### config.mk
export PLATFORM = sky130hd
export DESIGN_NAME = issue_sched_flat
export DESIGN_NICKNAME = d
export VERILOG_FILES = /design/src/rtl/issue_sched_if.sv /design/src/rtl/issue_sched.sv /design/src/flat_wrapper.sv
export SDC_FILE = /design/constraint.sdc
export NUM_CORES = 1
export LEC_CHECK = 0
export BUFFER_PORTS_ARGS = -buffer_cell sky130_fd_sc_hd__buf_2
export CAP_MARGIN = 20
export CORE_UTILIZATION = 58
export CTS_BUF_LIST = sky130_fd_sc_hd__clkbuf_16
export DETAILED_ROUTE_END_ITERATION = 8
export HOLD_SLACK_MARGIN = 0.02
export PLACE_DENSITY = 0.85
export SKIP_LAST_GASP = 1
export SYNTH_ARGS = -nofsm -noshare
export SYNTH_HDL_FRONTEND = slang
export SYNTH_SLANG_ARGS = --single-unit
### constraint.sdc
create_clock -name clk -period 2.55 [get_ports clk]
set_input_delay 0.255 -clock clk [delete_from_list [all_inputs] [get_ports clk]]
set_output_delay 0.255 -clock clk [all_outputs]
set_load 0.01 [all_outputs]
### src/rtl/issue_sched_if.sv
// Decode-to-execute issue port for issue_sched. The decoder side (master) presents one
// instruction per cycle and observes stall/fire and the multiply writeback stream.
interface issue_sched_if;
  logic       issue_valid;
  logic [4:0] issue_r1;
  logic [4:0] issue_r2;
  logic       issue_use_r1;
  logic       issue_use_r2;
  logic [4:0] issue_dst;
  logic       issue_flag_reg;
  logic       issue_flag_mul;
  logic       issue_serial;
  logic       flush;
  logic       stall;
  logic       issue_fire;
  logic       mul_busy;
  logic       mul_wb_valid;
  logic [4:0] mul_wb_dst;

  modport master (
    output issue_valid, issue_r1, issue_r2, issue_use_r1, issue_use_r2, issue_dst,
           issue_flag_reg, issue_flag_mul, issue_serial, flush,
    input  stall, issue_fire, mul_busy, mul_wb_valid, mul_wb_dst
  );

  modport slave (
    input  issue_valid, issue_r1, issue_r2, issue_use_r1, issue_use_r2, issue_dst,
           issue_flag_reg, issue_flag_mul, issue_serial, flush,
    output stall, issue_fire, mul_busy, mul_wb_valid, mul_wb_dst
  );
endinterface

### src/rtl/issue_sched.sv
// Issue scheduler: tracks multiplies in flight, stalls decode on RAW/WAW hazards against
// pending multiply destinations, reserves the register-file write port for multiplies and
// serialises iret/tlbwrite behind outstanding multiplies.
// Optional: define ISSUE_SCHED_PERF_EN to add saturating stall performance counters.
module issue_sched #(
  parameter int unsigned N_STAGES  = 8,
  parameter int unsigned SHORT_LAT = 3
) (
  input  logic         clk,
  input  logic         rst_n,
  issue_sched_if.slave iss
`ifdef ISSUE_SCHED_PERF_EN
  ,
  output logic [31:0]  perf_hazard_stalls,
  output logic [31:0]  perf_wbport_stalls
`endif
);

  // Tracker position whose multiply writes back exactly when a short writer issued now would.
  localparam int unsigned WbPos = N_STAGES - SHORT_LAT;
  // A reader issued while the producer sits in the last two positions reads the register
  // file no earlier than the writeback cycle and gets the value by write-through.
  localparam int RawLast = int'(N_STAGES) - 2;

  logic [N_STAGES:1] trk_vld_q;
  logic [4:0]        trk_dst_q [1:N_STAGES];

  logic raw_haz;
  logic waw_haz;
  logic wbp_haz;
  logic ser_haz;
  logic busy;
  logic fire;
  logic stall;
  logic mul_enter;

  // Hazard detection against the tracker contents.
  always_comb begin
    raw_haz = 1'b0;
    waw_haz = 1'b0;
    for (int i = 1; i <= int'(N_STAGES); i++) begin
      if (trk_vld_q[i]) begin
        if (i <= RawLast) begin
          if (iss.issue_use_r1 && (iss.issue_r1 != 5'd0) && (iss.issue_r1 == trk_dst_q[i])) begin
            raw_haz = 1'b1;
          end
          if (iss.issue_use_r2 && (iss.issue_r2 != 5'd0) && (iss.issue_r2 == trk_dst_q[i])) begin
            raw_haz = 1'b1;
          end
        end
        if (iss.issue_flag_reg && !iss.issue_flag_mul && (iss.issue_dst != 5'd0) &&
            (iss.issue_dst == trk_dst_q[i])) begin
          waw_haz = 1'b1;
        end
      end
    end
  end

  // Remaining stall causes, stall/fire decisions and outputs.
  always_comb begin
    busy      = |trk_vld_q;
    wbp_haz   = iss.issue_flag_reg & ~iss.issue_flag_mul & trk_vld_q[WbPos];
    ser_haz   = iss.issue_serial & busy;
    stall     = rst_n & iss.issue_valid & (raw_haz | waw_haz | wbp_haz | ser_haz);
    fire      = rst_n & iss.issue_valid & ~stall & ~iss.flush;
    mul_enter = fire & iss.issue_flag_mul & iss.issue_flag_reg;
  end

  assign iss.stall        = stall;
  assign iss.issue_fire   = fire;
  assign iss.mul_busy     = busy;
  assign iss.mul_wb_valid = trk_vld_q[N_STAGES];
  assign iss.mul_wb_dst   = trk_dst_q[N_STAGES];

  // Multiply tracker: free-running shift register, new multiply enters at position 1.
  always_ff @(posedge clk or negedge rst_n) begin
    if (!rst_n) begin
      trk_vld_q <= '0;
      for (int i = 1; i <= int'(N_STAGES); i++) begin
        trk_dst_q[i] <= 5'd0;
      end
    end else begin
      trk_vld_q[1] <= mul_enter;
      trk_dst_q[1] <= mul_enter ? iss.issue_dst : 5'd0;
      for (int i = 2; i <= int'(N_STAGES); i++) begin
        trk_vld_q[i] <= trk_vld_q[i-1];
        trk_dst_q[i] <= trk_dst_q[i-1];
      end
    end
  end

`ifdef ISSUE_SCHED_PERF_EN
  logic hazard_cause;
  logic wbp_only;

  always_comb begin
    hazard_cause = stall & (raw_haz | waw_haz | ser_haz);
    wbp_only     = stall & wbp_haz & ~(raw_haz | waw_haz | ser_haz);
  end

  // Saturating stall counters.
  always_ff @(posedge clk or negedge rst_n) begin
    if (!rst_n) begin
      perf_hazard_stalls <= 32'd0;
      perf_wbport_stalls <= 32'd0;
    end else begin
      if (hazard_cause && (perf_hazard_stalls != 32'hffff_ffff)) begin
        perf_hazard_stalls <= perf_hazard_stalls + 32'd1;
      end
      if (wbp_only && (perf_wbport_stalls != 32'hffff_ffff)) begin
        perf_wbport_stalls <= perf_wbport_stalls + 32'd1;
      end
    end
  end
`endif

endmodule
### src/flat_wrapper.sv
// flat-port wrapper written by rule: the top's interface ports become plain ports
module issue_sched_flat 
#(
  parameter int unsigned N_STAGES  = 8,
  parameter int unsigned SHORT_LAT = 3
)
  (clk, rst_n, iss_issue_valid, iss_issue_r1, iss_issue_r2, iss_issue_use_r1, iss_issue_use_r2, iss_issue_dst, iss_issue_flag_reg, iss_issue_flag_mul, iss_issue_serial, iss_flush, iss_stall, iss_issue_fire, iss_mul_busy, iss_mul_wb_valid, iss_mul_wb_dst);
  issue_sched_if iss_i ();
  input  logic clk;
  input  logic rst_n;
  input wire logic [$bits(iss_i.issue_valid)-1:0] iss_issue_valid;
  input wire logic [$bits(iss_i.issue_r1)-1:0] iss_issue_r1;
  input wire logic [$bits(iss_i.issue_r2)-1:0] iss_issue_r2;
  input wire logic [$bits(iss_i.issue_use_r1)-1:0] iss_issue_use_r1;
  input wire logic [$bits(iss_i.issue_use_r2)-1:0] iss_issue_use_r2;
  input wire logic [$bits(iss_i.issue_dst)-1:0] iss_issue_dst;
  input wire logic [$bits(iss_i.issue_flag_reg)-1:0] iss_issue_flag_reg;
  input wire logic [$bits(iss_i.issue_flag_mul)-1:0] iss_issue_flag_mul;
  input wire logic [$bits(iss_i.issue_serial)-1:0] iss_issue_serial;
  input wire logic [$bits(iss_i.flush)-1:0] iss_flush;
  output wire logic [$bits(iss_i.stall)-1:0] iss_stall;
  output wire logic [$bits(iss_i.issue_fire)-1:0] iss_issue_fire;
  output wire logic [$bits(iss_i.mul_busy)-1:0] iss_mul_busy;
  output wire logic [$bits(iss_i.mul_wb_valid)-1:0] iss_mul_wb_valid;
  output wire logic [$bits(iss_i.mul_wb_dst)-1:0] iss_mul_wb_dst;
  assign iss_i.issue_valid = iss_issue_valid;
  assign iss_i.issue_r1 = iss_issue_r1;
  assign iss_i.issue_r2 = iss_issue_r2;
  assign iss_i.issue_use_r1 = iss_issue_use_r1;
  assign iss_i.issue_use_r2 = iss_issue_use_r2;
  assign iss_i.issue_dst = iss_issue_dst;
  assign iss_i.issue_flag_reg = iss_issue_flag_reg;
  assign iss_i.issue_flag_mul = iss_issue_flag_mul;
  assign iss_i.issue_serial = iss_issue_serial;
  assign iss_i.flush = iss_flush;
  assign iss_stall = iss_i.stall;
  assign iss_issue_fire = iss_i.issue_fire;
  assign iss_mul_busy = iss_i.mul_busy;
  assign iss_mul_wb_valid = iss_i.mul_wb_valid;
  assign iss_mul_wb_dst = iss_i.mul_wb_dst;
  issue_sched #(.N_STAGES(N_STAGES), .SHORT_LAT(SHORT_LAT)) u_core (.clk(clk), .rst_n(rst_n), .iss(iss_i));
endmodule
==> reports/summary.txt, run 1 <==
Status: complete, no violations
Clock skew: 0.00273 ns
Net Sw Frac: 23.7%
EDFF count, synth: 0
Async set-or-reset flop fraction in the synthesized netlist: 100%
Post-Syn Instances: 244
Area contributors post-synth: dfrtp_1, xor2_1, xnor2_1
Post-synth top area share: 44.8%
Area Growth Syn to Fin: 14.1%
# IOs: 33
Drt drc: 0
Dpl hpwl: 4.62 mm
Grt total ovfl: 0
DR iter-0 viols: 205
Pwr/cell area: 561 mW/mm^2
CTS tree: yes
Internal Power: 1.31 mW
TNS Setup: 0 ns
Mapped cell area: 0.00268 mm^2
Nets: 297
Relative slew slack: 61.2%
Max-Cap Viols: 0
Peak supply drop: 0.286 mV
Crit-path max FO: 4
Initial antenna violation count: 0
Fin. Hold Viols: 0
Starting Density: 60.8%
TritonCTS sink count: 48
Critical Path Start Type: flip-flop
First-pass GRT wire length: 10.7 mm
Fmax: 408 MHz
Final GP Congestion: 0.942
Area leader, netlist: dfrtp_1
Post-CTS Setup Inserts: 0
Sequential element share of the synthesized area: 44.8%
Setup violations, final: 0
Vias: 1973
Max-slew violations: 0
Worst-Margin Slew: 0.577 ns
P_leak: 1.49 nW
# H-tree levels: 2
TritonCTS Buffers: 5
Switching pwr: 0.408 mW
HP Class: input port to async pin
Gate power share: 11.7%
Synthesis Warnings: 0
CTS Buffer Depth: 2
Post_cts resized: 2
Cell area after placement: 0.00287 mm^2
Arrival @ worst endpoint: 2.19 ns
Most frequent cell after synthesis: xor2_1
DRT Pass-1 Iters: 4
Ys flop type: dfrtp_1
Port Buffers: 32
Hold-fix buffers, CTS: 0
Pin count of the biggest net entering global routing: 49
Core area: 0.00441 mm^2
Layout cells sized above 1: 22.3%
Mapped Avg Cell Area: 11.0 um^2
Clock power share: 42.8%
CP required: 2.30 ns
Tot GR Track Use: 29.0%
DRT Wirelength: 6.47 mm
Row cnt: 24
Min Tclk post-route: 2.45 ns
Root Driver: clkbuf_16
Die Ht: 70.0 um
Routed Antenna Nets: 0
Post-synth top cells: xor2_1, dfrtp_1, xnor2_1, nor4_1, nand3_1
Worst Setup Path Type: flip-flop to primary output
Finished Cell Area: 0.00306 mm^2
Die Width: 70.0 um
Antenna diodes: 0
#FFs+latches synth: 48
RSZ-0062 raised after global routing: no
Clock latency on the worst-skew pair: 0.29 ns
Synthesized Nets: 268
CP endpoint kind: primary output
Number of global-route vias before repair: 2040
Average wire per standard cell: 19.9 um
Distinct cells, synth: 26
Vias per cell: 6.05
Die area: 0.00490 mm^2
Final period util: 96.0%
Reg power frac: 45.5%
Clock Pin Slew Worst Setup and Hold Paths: 0.06 ns
-- per-layer routing --
layer  wire, um  up-vias  part of all wire (%)  GRT usage (%)
met5          0        -                     0              0
met4        231        0                   3.6           14.0
met3        299       25                   4.6           6.49
met2       3260       77                    50           46.9
met1       2680      985                    41           36.7
li1           -      886                     -              -
-- worst max-delay path: stages (launching register included) --
cell     delay (ns)
dfrtp_1        0.45
xor2_1         0.17
nor4_1         0.41
nand3_1        0.12
and4_1         0.19
o21ai_1        0.27
o311a_1        0.18
buf_2          0.12
-- cells by family after synthesis --
group,share of synthesized area (%)
AOI/OAI and AO/OA,3.31
xor gates and xnor gates,32.6
buffers and inverters,4.38
DFF,44.8
and+or+nand+nor,14.9
-- power by group through the flow --
stage | Sequential (mW) | Combinational, mW | Clock (mW)
floorplan | 0.792 | 0.128 | 0
global placement | 0.795 | 0.187 | 0
detailed placement | 0.795 | 0.193 | 0
CTS | 0.781 | 0.197 | 0.742
global route | 0.782 | 0.219 | 0.780
finish | 0.782 | 0.200 | 0.735
-- state kept, by name, summed over array words and instances, names as in the netlist --
name,count
u_core.trk_vld_q,8
u_core.iss.mul_wb_dst,5
u_core.trk_dst_q,35
-- cells in the final DEF, fill, tap and decap left out, types with 4 or more instances in the layout --
master      n
nor4_1     23
nand2_1     8
buf_2      32
clkbuf_16   5
buf_4      10
and4_1      4
xnor2_1    28
nor4_2      5
dfrtp_1    48
xor2_1     72
nand3_1    20
-- worst paths after layout --
| check | startpoint | to | cells past startpoint | slack [ns] |
|---|---|---|---|---|
| setup / recovery | u_core.trk_dst_q[24] | iss_stall | 7 | 0.10 |
| hold / removal | rst_n | u_core.trk_vld_q[5] | 2 | 0.16 |
| setup reg to reg | u_core.trk_dst_q[24] | u_core.trk_dst_q[35] | 7 | 0.55 |
| hold reg to reg | u_core.trk_dst_q[8] | u_core.iss.mul_wb_dst[3] | 0 | 0.40 |
| max in group asynchronous | rst_n | u_core.trk_dst_q[15] | 2 | 2.01 |
| min in group clk | iss_issue_dst[1] | u_core.trk_dst_q[36] | 3 | 0.35 |
-- final cells by class --
class / instances / area, um^2
Clock inverter: 3 / 42.5
Clock buffer: 5 / 125
Timing Repair Buffer: 42 / 235
Multi-Input combinational cell: 176 / 1390
Fill cell: 315 / 1350
Tap cell: 52 / 65.1
Sequential cell: 48 / 1200
-- per-stage QoR --
stage | setup WS [ns] | std cells | utilization (%) | total power [mW] | hold WS [ns]
floorplan | 0.266 | 244 | - | 0.920 | -0.0406
global placement | 0.251 | 318 | 64.9 | 0.983 | 0.376
detailed placement | 0.211 | 318 | 64.9 | 0.988 | 0.380
CTS | 0.0242 | 326 | 69.0 | 1.72 | 0.188
global route | 0.0136 | 326 | 69.4 | 1.78 | 0.215
finish | 0.101 | 326 | 69.4 | 1.72 | 0.156
Power figures use the tool's default switching activity.
==> inputs of run 2 (changes only) <==
CORE_UTILIZATION = 52   (was 58)
PLACE_DENSITY = 0.8   (was 0.85)
clock period = 2.1 ns   (was 2.55 ns; I/O delays follow)
==> reports/summary.txt, run 2 (same netlist as run 1, synthesis figures left out) <==
Hold-fix buffers, CTS: 0 (unchanged)
Pin count of the biggest net entering global routing: 49 (unchanged)
CP Cell Sequence: xor2_1 -> nor4_1 -> nand3_1 -> and4_1 -> a21oi_2 -> buf_4 -> o311a_1 -> buf_2
Most frequent cells in the layout: xor2_1, dfrtp_1, buf_4, buf_2, xnor2_1
Peak supply drop: 0.428 mV (+49%)
# H-tree levels: 2 (unchanged)
Slowest cell on crit path: dfrtp_2
Commonest non-fill, non-tap cell in the layout: xor2_1
HP Class: input port to async pin
Antenna diodes: 0 (unchanged)
Core area: 0.00485 mm^2 (+9.8%)
TritonCTS Buffers: 5 (unchanged)
Fmax: 434 MHz
Fill count: 322 (+2.2%)
Crit-path max FO: 4 (unchanged)
Starting Density: 55.3% (-5.4 points)
Nets: 328 (+10%)
CP required: 1.89 ns (-0.41 ns)
RSZ-0062 raised after global routing: yes
Relative slew slack: 60.7% (-0.50 points)
Fin. Hold Viols: 0 (unchanged)
Fin Hold WS: 0.126 ns (-0.0292 ns)
Setup slack after layout: -0.205 ns (-0.306 ns)
Max reg flops: 35 (unchanged)
Final period util: 110%
Setup violations, final: 2 (+2)
Routed Antenna Nets: 0 (unchanged)
Initial antenna violation count: 0 (unchanged)
Largest Register: u_core.trk_dst_q
Area Growth Syn to Fin: 27.8%
Vias per cell: 5.75 (-5.0%)
Status: finished, violations left
Worst-Margin Slew: 0.589 ns (+0.0128 ns)
# IOs: 33 (unchanged)
DR iter-0 viols: 118 (-42%)
Worst Setup Path Type: flip-flop to primary output
Crit path max-delay family: simple AND/OR/NAND/NOR gates
Post-place setup slack: -0.0806 ns (-0.292 ns)
First-pass GRT wire length: 11.2 mm (+4.7%)
Root Driver: clkbuf_16
Failing checks: setup timing
Vias: 2139 (+8.4%)
Row cnt: 25 (+4.2%)
Grt total ovfl: 0 (unchanged)
Port Buffers: 32 (unchanged)
Delay of the slowest critical-path stage: 0.44 ns (about the same)
Layout cells sized above 1: 35.4% (+13 points)
CP endpoint kind: primary output
DRT Pass-1 Iters: 4 (unchanged)
Dpl hpwl: 4.85 mm (+5.0%)
Min Tclk post-route: 2.31 ns
CTS Buffer Depth: 2 (unchanged)
Critical Path Start Type: flip-flop
Cell area after placement: 0.00306 mm^2 (+6.9%)
Max-Cap Viols: 0 (unchanged)
Average wire per standard cell: 19.4 um (-2.1%)
DRT Wirelength: 7.23 mm (+12%)
Die area: 0.00545 mm^2 (+11%)
Number of global-route vias before repair: 2185 (+7.1%)
Max-slew violations: 0 (unchanged)
Clock latency on the worst-skew pair: 0.29 ns (about the same)
Reg-to-reg slack, setup: 0.11 ns (-0.44 ns)
Final GP Congestion: 0.952 (+1.0%)
Tot GR Track Use: 29.4% (+0.41 points)
CP Buf/Inv Count: 2 (+1)
P_leak: 1.65 nW (+11%)
Clock Pin Slew Worst Setup and Hold Paths: 0.07 ns (about the same)
Finished Cell Area: 0.00343 mm^2 (+12%)
Die Ht: 73.8 um (+5.4%)
CTS tree: yes
Die Width: 73.8 um (+5.4%)
TritonCTS sink count: 48 (unchanged)
Drt drc: 0 (unchanged)
Pwr/cell area: 629 mW/mm^2 (+12%)
Arrival @ worst endpoint: 2.10 ns (-0.09 ns)
Clock skew: 0.00465 ns (+0.00192 ns)
## run 2: cell types whose count changed in the layout (fill, tap and decap cells not counted), sizes merged
| cell | previous run | this run |
|---|---|---|
| clkinv | 1 | 0 |
| inv | 0 | 1 |
| buf | 42 | 73 |
## run 2: repair_timing
item                       4_1_cts  5_1_grt
setup endpoints to repair        2        8
pin swaps                       10       14
buffers inserted                 6        3
resized for setup                8       16
hold endpoints to repair         0        0
## run 2: layout make-up
type	instances	area, um^2	share of cell area, %
Sequential cell	48	1210	35.2
Timing Repair Buffer	73	468	13.7
Tap cell	67	83.8	2.45
Multi-Input combinational cell	176	1500	43.7
Clock buffer	5	125	3.65
Clock inverter	3	46.3	1.35
## run 2: path summary, 6_finish.rpt
| check | start | endpoint | depth (start not counted) |
|---|---|---|---|
| worst max-delay path | u_core.trk_dst_q[34] | iss_stall | 8 |
| worst min-delay path | rst_n | u_core.trk_vld_q[5] | 2 |
| worst max register to register | u_core.trk_dst_q[26] | u_core.trk_dst_q[35] | 9 |
| worst min register to register | u_core.trk_dst_q[7] | u_core.iss.mul_wb_dst[2] | 0 |
| max in group asynchronous | rst_n | u_core.trk_dst_q[32] | 2 |
| min in group clk | iss_issue_dst[3] | u_core.trk_dst_q[38] | 3 |
## run 2: routing by layer
layer / vias to the layer above / global-route usage (%) / share of wire, %
met4: 0 / 22.0 / 8.1
met2: 84 / 50.1 / 50
li1: 950 / - / -
met5: - / 0 / 0
met1: 1062 / 31.7 / 37
met3: 43 / 6.72 / 4.5
## run 2: through the flow
stage	TNS, ns	util, %	instances	total power, mW
2_1_floorplan	-0.000180	-	244	1.12
3_3_place_gp	-0.0752	63.2	355	1.22
3_5_place_dp	-0.268	63.2	355	1.23
4_1_cts	-0.416	68.6	369	2.15
5_1_grt	-0.599	70.7	372	2.23
6_report	-0.384	70.7	372	2.16
## run 2: report_power, final
part | total, mW | internal [mW] | leakage, nW | switching, mW
Combinational | 0.297 | 0.125 | 0.914 | 0.172
Clock | 0.912 | 0.565 | 0.0804 | 0.347
Sequential | 0.947 | 0.934 | 0.660 | 0.0130
Total | 2.16 | 1.62 | 1.65 | 0.532
==> inputs of run 3 (changes only) <==
==> constraint.sdc (replaced) <==
create_clock -name clk -period 2.1 [get_ports clk]
set_input_delay 0.21 -clock clk [delete_from_list [all_inputs] [get_ports clk]]
set_output_delay 0.21 -clock clk [all_outputs]
set_load 0.005 [all_outputs]
==> reports/summary.txt, run 3 (same netlist as run 1, synthesis figures left out) <==
Fill count: 343 (+6.5%)
Core area: 0.00485 mm^2 (unchanged)
Clock latency on the worst-skew pair: 0.29 ns (about the same)
Status: finished, violations left
Setup slack after layout: -0.189 ns (+0.0157 ns)
Arrival @ worst endpoint: 2.08 ns (-0.02 ns)
Die Width: 73.8 um (unchanged)
CP startpoint: u_core.trk_dst_q[23]
Max-slew violations: 0 (unchanged)
Total power: 2.00 mW (-7.1%)
Crit-path max FO: 4 (unchanged)
Pwr/cell area: 605 mW/mm^2 (-3.8%)
Port Buffers: 32 (unchanged)
TritonCTS sink count: 48 (unchanged)
CP Cell Sequence: xor2_1 -> nor4_2 -> nand3_1 -> and4_1 -> a21oi_2 -> o311a_1 -> buf_2
Util after Layout: 68.3% (-2.4 points)
Starting Density: 55.3% (unchanged)
Worst-Margin Slew: 0.590 ns (+0.000495 ns)
Slowest cell on crit path: dfrtp_2
TNS Setup: -0.298 ns (+0.0859 ns)
Pin count of the biggest net entering global routing: 49 (unchanged)
Worst Setup Path Type: flip-flop to primary output
Routed Antenna Nets: 0 (unchanged)
DRT Wirelength: 6.87 mm (-5.0%)
Vias: 2099 (-1.9%)
Min Tclk post-route: 2.29 ns (-0.0157 ns)
Peak supply drop: 0.406 mV (-5.1%)
DRT Pass-1 Iters: 4 (unchanged)
TritonCTS Buffers: 5 (unchanged)
Fmax: 437 MHz (+0.69%)
CP endpoint kind: primary output
Average wire per standard cell: 18.7 um (-4.0%)
Initial antenna violation count: 0 (unchanged)
CTS Buffer Depth: 2 (unchanged)
CTS tree: yes
# H-tree levels: 2 (unchanged)
CP required: 1.89 ns (about the same)
Commonest non-fill, non-tap cell in the layout: xor2_1
Grt total ovfl: 0 (unchanged)
Dpl hpwl: 5.05 mm (+4.2%)
P_leak: 1.62 nW (-2.0%)
Relative slew slack: 60.7% (about the same)
Largest Register: u_core.trk_dst_q
Antenna diodes: 0 (unchanged)
Layout cells sized above 1: 32.9% (-2.5 points)
Die Ht: 73.8 um (unchanged)
Final GP Congestion: 0.921 (-3.2%)
Die area: 0.00545 mm^2 (unchanged)
HP Class: input port to async pin
Setup violations, final: 2 (unchanged)
Max-Cap Viols: 0 (unchanged)
Tot GR Track Use: 27.5% (-1.9 points)
Final period util: 109% (-0.75 points)
Drt drc: 0 (unchanged)
Clock skew: 0.00415 ns (-0.000500 ns)
Row cnt: 25 (unchanged)
Max reg flops: 35 (unchanged)
RSZ-0062 raised after global routing: yes
Fin. Hold Viols: 0 (unchanged)
Most frequent cells in the layout: xor2_1, dfrtp_1, buf_4, buf_2, xnor2_1
Area Growth Syn to Fin: 23.4%
Root Driver: clkbuf_16
Delay of the slowest critical-path stage: 0.45 ns (about the same)
Failing checks: setup timing
Vias per cell: 5.70 (-0.80%)
First-pass GRT wire length: 10.7 mm (-4.4%)
Critical Path Start Type: flip-flop
Number of global-route vias before repair: 2092 (-4.3%)
Worst reg2reg path startpoint: u_core.trk_dst_q[23]
Nets: 324 (-1.2%)
# IOs: 33 (unchanged)
Clock Pin Slew Worst Setup and Hold Paths: 0.07 ns (about the same)
DR iter-0 viols: 139 (+18%)
==> run 3: cell types whose count changed in the layout (fill, tap and decap cells not counted), sizes merged <==
cell	before	now
clkinvlp	1	0
buf	73	69
bufinv	1	0
clkinv	0	2
==> run 3: routing by layer <==
metal / wire length [um] / vias up / global-route usage, %
met2: 3600 / 83 / 49.0
li1: - / 934 / -
met1: 2750 / 1063 / 32.8
met3: 321 / 19 / 4.39
met4: 197 / 0 / 10.9
met5: 0 / - / 0
==> run 3: power by group <==
group          switching [mW]  internal [mW]
Combinational           0.156          0.113
Clock                   0.348          0.439
Sequential             0.0127          0.934
==> run 3: stage by stage <==
| step | hold slack [ns] | instances | area, um^2 | worst slack [ns] |
|---|---|---|---|---|
| floorplan | -0.0856 | 244 | 2680 | 0.00554 |
| global placement | 0.374 | 353 | 3030 | -0.0761 |
| detailed placement | 0.391 | 353 | 3030 | -0.116 |
| CTS | 0.128 | 364 | 3260 | -0.197 |
| global route | 0.156 | 368 | 3310 | -0.271 |
| finish | 0.110 | 368 | 3310 | -0.189 |
==> run 3: cell type report <==
class / count / area [um^2] / share of cell area (%)
tap: 67 / 83.8 / 2.53
clock buffer: 5 / 125 / 3.78
clock inverter: 3 / 17.5 / 0.529
multi-input combinational: 176 / 1440 / 43.3
sequential: 48 / 1210 / 36.5
timing repair buffer: 69 / 442 / 13.3
==> run 3: repair_timing <==
action	in CTS	in global routing
resized for setup	11	7
buffers inserted	3	4
pin swaps	11	17
endpoints found under the setup margin	2	2
hold buffers	0	0
==> run 3: worst paths after layout <==
| kind | cells past startpoint | slack (ns) | to |
|---|---|---|---|
| worst max register to register | 8 | 0.16 | u_core.trk_dst_q[37] |
| max in group asynchronous | 2 | 1.56 | u_core.trk_dst_q[25] |
| worst min register to register | 0 | 0.40 | u_core.iss.mul_wb_dst[1] |
| worst min-delay path | 2 | 0.11 | u_core.iss.mul_wb_dst[1] |
| min in group clk | 3 | 0.28 | u_core.trk_dst_q[36] |
| worst max-delay path | 7 | -0.19 | iss_stall |
==> run 3: worst max-delay path: cells and delay by family, from the launching register on <==
| kind | cells | cell delay [ns] |
|---|---|---|
| AO/OA/AOI/OAI | 2 | 0.39 |
| XOR/XNOR | 1 | 0.19 |
| buffers and inverters | 1 | 0.10 |
| flip-flops | 1 | 0.45 |
| AND/OR/NAND/NOR | 3 | 0.67 |
